`src/rtl/ahb_mtx_pkg.sv`:
```
// Shared AHB encodings for the bus matrix arbiters: HTRANS/HBURST values and
// the fixed-length burst to remaining-beat mapping.
package ahb_mtx_pkg;

  typedef enum logic [1:0] {
    TRN_IDLE   = 2'b00,
    TRN_BUSY   = 2'b01,
    TRN_NONSEQ = 2'b10,
    TRN_SEQ    = 2'b11
  } htrans_t;

  typedef enum logic [2:0] {
    BUR_SINGLE = 3'b000,
    BUR_INCR   = 3'b001,
    BUR_WRAP4  = 3'b010,
    BUR_INCR4  = 3'b011,
    BUR_WRAP8  = 3'b100,
    BUR_INCR8  = 3'b101,
    BUR_WRAP16 = 3'b110,
    BUR_INCR16 = 3'b111
  } hburst_t;

  typedef logic [1:0] prio_t;

  // Beats still to come after the NONSEQ beat, minus one, so that the
  // final SEQ beat sees remain==0 and releases the hold.
  function automatic logic [3:0] burst_remain(input logic [2:0] hburst);
    case (hburst)
      BUR_INCR16, BUR_WRAP16: burst_remain = 4'd14;
      BUR_INCR8,  BUR_WRAP8:  burst_remain = 4'd6;
      BUR_INCR4,  BUR_WRAP4:  burst_remain = 4'd2;
      BUR_SINGLE, BUR_INCR:   burst_remain = 4'd0;
      default:                burst_remain = 'x;
    endcase
  endfunction

endpackage

```
`src/rtl/ahb_mtx_burst_tracker.sv`:
```
// Tracks the burst in flight on a matrix output and decides whether the
// arbitration must be held for the next beat (next_hold).
module ahb_mtx_burst_tracker
  import ahb_mtx_pkg::*;
#(
  parameter int INCR_HOLD_BEATS = 4,
  parameter int EARLY_INCR_MAX  = 1
)(
  input  logic       HCLK,
  input  logic       HRESETn,
  input  logic       HREADYM,
  input  logic       HSELM,
  input  logic [1:0] HTRANSM,
  input  logic [2:0] HBURSTM,
  output logic       next_hold
);

  localparam int ECW = (EARLY_INCR_MAX < 1) ? 1 : $clog2(EARLY_INCR_MAX + 1);
  localparam logic [ECW-1:0] EARLY_MAX   = ECW'(EARLY_INCR_MAX);
  localparam logic [3:0]     INCR_REMAIN = 4'(INCR_HOLD_BEATS - 2);

  logic [3:0]     remain_q, nxt_remain;
  logic           hold_q, nxt_hold;
  logic [ECW-1:0] early_q, nxt_early;

  always_comb begin
    nxt_remain = remain_q;
    nxt_hold   = hold_q;
    if (!HSELM) begin
      nxt_remain = '0;
      nxt_hold   = 1'b0;
    end else begin
      case (HTRANSM)
        TRN_IDLE: begin
          nxt_remain = '0;
          nxt_hold   = 1'b0;
        end
        TRN_BUSY: ;
        TRN_SEQ: begin
          if (remain_q == '0) nxt_hold = 1'b0;
          else                nxt_remain = remain_q - 4'd1;
        end
        TRN_NONSEQ: begin
          case (HBURSTM)
            BUR_SINGLE: begin
              nxt_remain = '0;
              nxt_hold   = 1'b0;
            end
            // Undefined-length INCR only gets a short hold, and a master
            // chaining them back to back eventually loses it.
            BUR_INCR: begin
              if (early_q == EARLY_MAX) begin
                nxt_remain = '0;
                nxt_hold   = 1'b0;
              end else begin
                nxt_remain = INCR_REMAIN;
                nxt_hold   = 1'b1;
              end
            end
            default: begin
              nxt_remain = burst_remain(HBURSTM);
              nxt_hold   = 1'b1;
            end
          endcase
        end
        default: begin
          nxt_remain = 'x;
          nxt_hold   = 1'bx;
        end
      endcase
    end

    nxt_early = early_q;
    if (!nxt_hold)
      nxt_early = '0;
    else if (hold_q && (HTRANSM == TRN_NONSEQ) && (early_q != EARLY_MAX))
      nxt_early = early_q + 1'b1;
  end

  always_ff @(posedge HCLK or negedge HRESETn) begin
    if (!HRESETn) begin
      remain_q <= '0;
      hold_q   <= 1'b0;
      early_q  <= '0;
    end else if (HREADYM) begin
      remain_q <= nxt_remain;
      hold_q   <= nxt_hold;
      early_q  <= nxt_early;
    end
  end

  assign next_hold = nxt_hold;

endmodule

```
`src/rtl/ahb_mtx_arbiter_rr_param.sv`:
```
// Round-robin output-stage arbiter for one AHB matrix target, with burst/lock
// hold. Define AHB_MTX_ARB_QOS_EN to add the prio_port QoS filter.
module ahb_mtx_arbiter_rr_param
  import ahb_mtx_pkg::*;
#(
  parameter int                   NUM_PORTS       = 5,
  parameter logic [NUM_PORTS-1:0] PORT_MASK       = '1,
  parameter int                   PORT_W          = 3,
  parameter int                   INCR_HOLD_BEATS = 4,
  parameter int                   EARLY_INCR_MAX  = 1
)(
  input  logic                   HCLK,
  input  logic                   HRESETn,
  input  logic [NUM_PORTS-1:0]   req_port,
`ifdef AHB_MTX_ARB_QOS_EN
  input  logic [2*NUM_PORTS-1:0] prio_port,
`endif
  input  logic                   HREADYM,
  input  logic                   HSELM,
  input  logic [1:0]             HTRANSM,
  input  logic [2:0]             HBURSTM,
  input  logic                   HMASTLOCKM,
  output logic [PORT_W-1:0]      addr_in_port,
  output logic                   no_port
);

  localparam int IDXW = (NUM_PORTS > 1) ? $clog2(NUM_PORTS) : 1;

  logic                 next_hold;
  logic [NUM_PORTS-1:0] valid, cand;
  logic                 low_found, rr_found;
  logic [PORT_W-1:0]    low_idx, rr_idx, nxt_addr;
  logic                 nxt_no_port;

  ahb_mtx_burst_tracker #(
    .INCR_HOLD_BEATS (INCR_HOLD_BEATS),
    .EARLY_INCR_MAX  (EARLY_INCR_MAX)
  ) u_burst_tracker (
    .HCLK      (HCLK),
    .HRESETn   (HRESETn),
    .HREADYM   (HREADYM),
    .HSELM     (HSELM),
    .HTRANSM   (HTRANSM),
    .HBURSTM   (HBURSTM),
    .next_hold (next_hold)
  );

  assign valid = req_port & PORT_MASK;

`ifdef AHB_MTX_ARB_QOS_EN
  prio_t max_prio;

  always_comb begin
    max_prio = '0;
    for (int i = 0; i < NUM_PORTS; i++)
      if (valid[i[IDXW-1:0]] && (prio_port[2*i +: 2] > max_prio))
        max_prio = prio_port[2*i +: 2];
    cand = '0;
    for (int i = 0; i < NUM_PORTS; i++)
      cand[i[IDXW-1:0]] = valid[i[IDXW-1:0]] && (prio_port[2*i +: 2] == max_prio);
  end
`else
  assign cand = valid;
`endif

  // The rotation starts one past the current grant, so the current port
  // is never its own round-robin successor.
  always_comb begin : search_c
    int p;
    p         = 0;
    low_found = 1'b0;
    low_idx   = '0;
    rr_found  = 1'b0;
    rr_idx    = '0;
    for (int i = 0; i < NUM_PORTS; i++) begin
      if (!low_found && cand[i[IDXW-1:0]]) begin
        low_found = 1'b1;
        low_idx   = PORT_W'(i);
      end
    end
    for (int k = 1; k < NUM_PORTS; k++) begin
      p = int'(addr_in_port) + k;
      if (p >= NUM_PORTS) p = p - NUM_PORTS;
      if (!rr_found && cand[p[IDXW-1:0]]) begin
        rr_found = 1'b1;
        rr_idx   = PORT_W'(p);
      end
    end
  end

  always_comb begin
    nxt_addr    = addr_in_port;
    nxt_no_port = no_port;
    if (HMASTLOCKM || next_hold) begin
      nxt_no_port = 1'b0;
    end else if (no_port) begin
      if (low_found) begin
        nxt_addr    = low_idx;
        nxt_no_port = 1'b0;
      end
    end else if (rr_found) begin
      nxt_addr = rr_idx;
    end else if (!HSELM) begin
      nxt_no_port = 1'b1;
    end
  end

  always_ff @(posedge HCLK or negedge HRESETn) begin
    if (!HRESETn) begin
      addr_in_port <= '0;
      no_port      <= 1'b1;
    end else if (HREADYM) begin
      addr_in_port <= nxt_addr;
      no_port      <= nxt_no_port;
    end
  end

  always_ff @(posedge HCLK) begin
    if (HRESETn && !no_port)
      assert (PORT_MASK[addr_in_port[IDXW-1:0]]);
  end

endmodule

```
`config.mk`:
```
export PLATFORM = sky130hd
export DESIGN_NAME = ahb_mtx_arbiter_rr_param
export DESIGN_NICKNAME = d
export VERILOG_FILES = /design/src/rtl/ahb_mtx_pkg.sv /design/src/rtl/ahb_mtx_burst_tracker.sv /design/src/rtl/ahb_mtx_arbiter_rr_param.sv
export SDC_FILE = /design/constraint.sdc
export NUM_CORES = 1
export LEC_CHECK = 0
export BUFFER_PORTS_ARGS = -buffer_cell sky130_fd_sc_hd__buf_4
export CAP_MARGIN = 10
export CELL_PAD_IN_SITES_DETAIL_PLACEMENT = 0
export CELL_PAD_IN_SITES_GLOBAL_PLACEMENT = 1
export CORE_AREA = 2 2 73 75
export CTS_BUF_LIST = sky130_fd_sc_hd__clkbuf_4
export DETAILED_ROUTE_END_ITERATION = 12
export DIE_AREA = 0 0 75 77
export PLACE_DENSITY = 0.68
export SYNTH_ARGS = -nofsm -noshare
export SYNTH_HDL_FRONTEND = slang
export SYNTH_SLANG_ARGS = --single-unit
```
`constraint.sdc`:
```
create_clock -name HCLK -period 8.85 [get_ports HCLK]
set_clock_uncertainty 0.15 [all_clocks]
set_input_delay 0.885 -clock HCLK [delete_from_list [all_inputs] [get_ports HCLK]]
set_output_delay 0.885 -clock HCLK [all_outputs]
set_load 0.01 [all_outputs]
```
==> results.txt <==
Worst Setup Start Kind - flip-flop
post-CTS setup buffers - 0
core area - 4980 um^2
total CTS buffers - 3
first-pass GRT wire length - 6560 um
Worst VDD drop - 156 uV
hold buffers post-CTS - 0
critical-path cell list - inv_2 -> ha_1 -> mux4_2 -> a22o_1 -> and2b_2 -> nand2b_1 -> o41a_4 -> mux2_4
combinational power share - 81.4%
final WL - 3770 um
Sink Count - 10
fin util - 33.8%
Syn Inst Count - 182
via count - 1427
sequential share of power - 14.2%
post-route minimum period - 3930 ps
number of global-route vias before repair - 1369
HPWL Detailed - 2940 um
Seq/Total Area, Yosys - 17.1%
initial core utilization - 29.5%
Net Sw Frac - 51.7%
Power Dens Cells - 419 nW/um^2
pin count of the biggest net entering global routing - 25
Int Pwr - 0.341 mW
total die area - 5780 um^2
1st-iter DRT viols - 61
Synth top area share - 15.3%
antenna cell count - 0
Final Hold Fails - 0
dpl ws - 4940 ps
leak pwr - 0.680 nW
Clk pwr share - 4.4%
Total GRT Usage - 14.2%
Max transition margin - 43.3%
slowest CP cell - dfrtp_1
Worst-Margin Slew - 850 ps
via-per-instance ratio - 5.34
status - complete, no violations
setup_tns - 0 ps
period utilisation layout - 44.4%
Max Cap Violations - 0
fmax - 254 MHz
Psw - 0.365 mW
Final Setup Violations - 0
crit path DAT - 3930 ps
antenna violations before repair - 0
htree depth - 1
root buffer cell - clkbuf_4
unrepaired setup endpoints after global routing - no
Avg Cell Area, Syn - 8.06 um^2
fill cell total of the finished layout - 546
Setup CP Type - flip-flop to flip-flop
Synth area leader - dfrtp_1
fraction of layout cells with a size suffix above 1 - 18.8%
Area growth, synth to finish - 14.7%
floorplan row count - 26
Cell Area, Synth - 1470 um^2
CTS Buffer Depth - 2
ys flop type - dfrtp_1
YS warnings - 0
DRT Pass-1 Iters - 4
die height - 77 um
Buffers on Ports - 18
per-cell routed wire length - 14.1 um
EDFF count, synth - 0
required time at the worst-slack endpoint - 8850 ps
number of synthesized register bits - 10
Post-layout nets - 223
Routability Congestion - 0.777
Die X-Extent - 75 um
CTS clock-pin slew for the worst setup and hold paths - 60 ps
Commonest cells post-synth - 18 x nor2_1, 11 x inv_1, 11 x nand2_1
CP Capture Type - flip-flop
worst hold path class - input port to async pin
post-CTS resize count - 0
DRC violation count after routing - 0
worst-path fanout max - 24
Final Slew Violations - 0
largest cells by area after synthesis - dfrtp_1 15%, ha_1 7.7%, nor2_1 4.6%
async set-reset flop share out of synthesis - 100%
Hold Slack - 293 ps
GRT overflow - 0
IO Pins - 19
max incr delay on CP - 900 ps
Routed Antenna Nets - 0
count leader, synth - nor2_1
post-synth net total - 207
worst setup margin - 4920 ps
Yosys cell types - 60
CTS tree - done
Clk Latency, worst-skew pair - 260 ps
[cells in the final DEF (no fill, tap or decap), types with 3 or more instances in the layout]
cell type / synthesis / final
o221ai_1: 3 / 3
dfrtp_1: 9 / 9
nand4_1: 3 / 3
nor4_1: 3 / 3
a211oi_1: 5 / 5
nand3_1: 5 / 5
mux2i_1: 5 / 5
ha_1: 9 / 9
inv_1: 11 / 11
o21ai_0: 7 / 7
clkbuf_4: 0 / 3
a21oi_1: 9 / 9
nor3_1: 6 / 6
buf_4: 1 / 18
nand2_1: 11 / 11
nor2b_1: 6 / 6
nor2_1: 18 / 18
xnor2_1: 3 / 3
nand2b_1: 9 / 9
o21a_1: 4 / 4
[kinds of logic after synthesis]
group                    share of synthesized area (%)
AO/OA/AOI/OAI                                     27.7
XOR/XNOR                                          3.50
adder cells (fa/ha/maj)                           9.04
buffers and inverters                             5.37
flip-flops                                        17.1
multiplexers                                      9.80
AND/OR/NAND/NOR                                   27.5
[worst max-delay path: cells and delay by family, from the launching register on]
kind	cells	cell delay [ps]
DFF	1	900
muxes	2	870
adders and majority gates	1	670
AOI/OAI and AO/OA	2	660
and+or+nand+nor	2	360
buffers and inverters	1	200
[metal layers]
metal | wire, um | global-route usage, % | vias to the layer above | part of all wire [%]
met5 | 0 | 0 | - | 0
met4 | 54 | 4.11 | 0 | 1.4
met3 | 81 | 1.31 | 8 | 2.2
met2 | 1860 | 22.9 | 26 | 49
met1 | 1770 | 19.7 | 682 | 47
li1 | - | - | 711 | -
[power groups by stage]
| stage | Combinational (mW) | Clock (mW) | Sequential, mW |
|---|---|---|---|
| after floorplan | 0.471 | 0 | 0.0839 |
| final | 0.574 | 0.0313 | 0.100 |
| after global placement | 0.572 | 0 | 0.101 |
| after CTS | 0.571 | 0.0331 | 0.100 |
| after detailed placement | 0.567 | 0 | 0.101 |
| after global routing | 0.641 | 0.0363 | 0.106 |
[worst paths after layout]
check / startpoint / endpoint / slack, ps / cells past startpoint
max: addr_in_port[0] / addr_in_port[1] / 4920 / 8
min: HRESETn / u_burst_tracker.remain_q[1] / 290 / 1
max reg2reg: addr_in_port[0] / addr_in_port[1] / 4920 / 8
min reg2reg: u_burst_tracker.hold_q / u_burst_tracker.hold_q / 380 / 1
max in group asynchronous: HRESETn / no_port / 8040 / 1
min in group HCLK: u_burst_tracker.hold_q / u_burst_tracker.hold_q / 380 / 1
[registers in the layout (all words and copies together), names as in the netlist]
signal / flops
u_burst_tracker.remain_q: 4
addr_in_port: 3
no_port: 1
u_burst_tracker.early_q: 1
u_burst_tracker.hold_q: 1
[layout make-up]
cell class / instances / area [um^2] / share of cell area, %
inverters: 12 / 45.0 / 2.68
repair buffers: 18 / 135 / 8.03
well taps: 70 / 87.6 / 5.20
multi-input cells: 153 / 1140 / 67.6
clock buffers: 3 / 22.5 / 1.34
clock inverters: 1 / 3.75 / 0.223
flip-flops and latches: 10 / 251 / 14.9
[stage by stage]
step | cells | total power, mW | instance area (um^2)
final | 267 | 0.705 | 1680
after global routing | 267 | 0.783 | 1680
after CTS | 267 | 0.705 | 1680
after detailed placement | 263 | 0.669 | 1660
after global placement | 263 | 0.673 | 1660
after floorplan | 182 | 0.555 | 1470
Note: power is estimated with default switching activity, not from simulation.
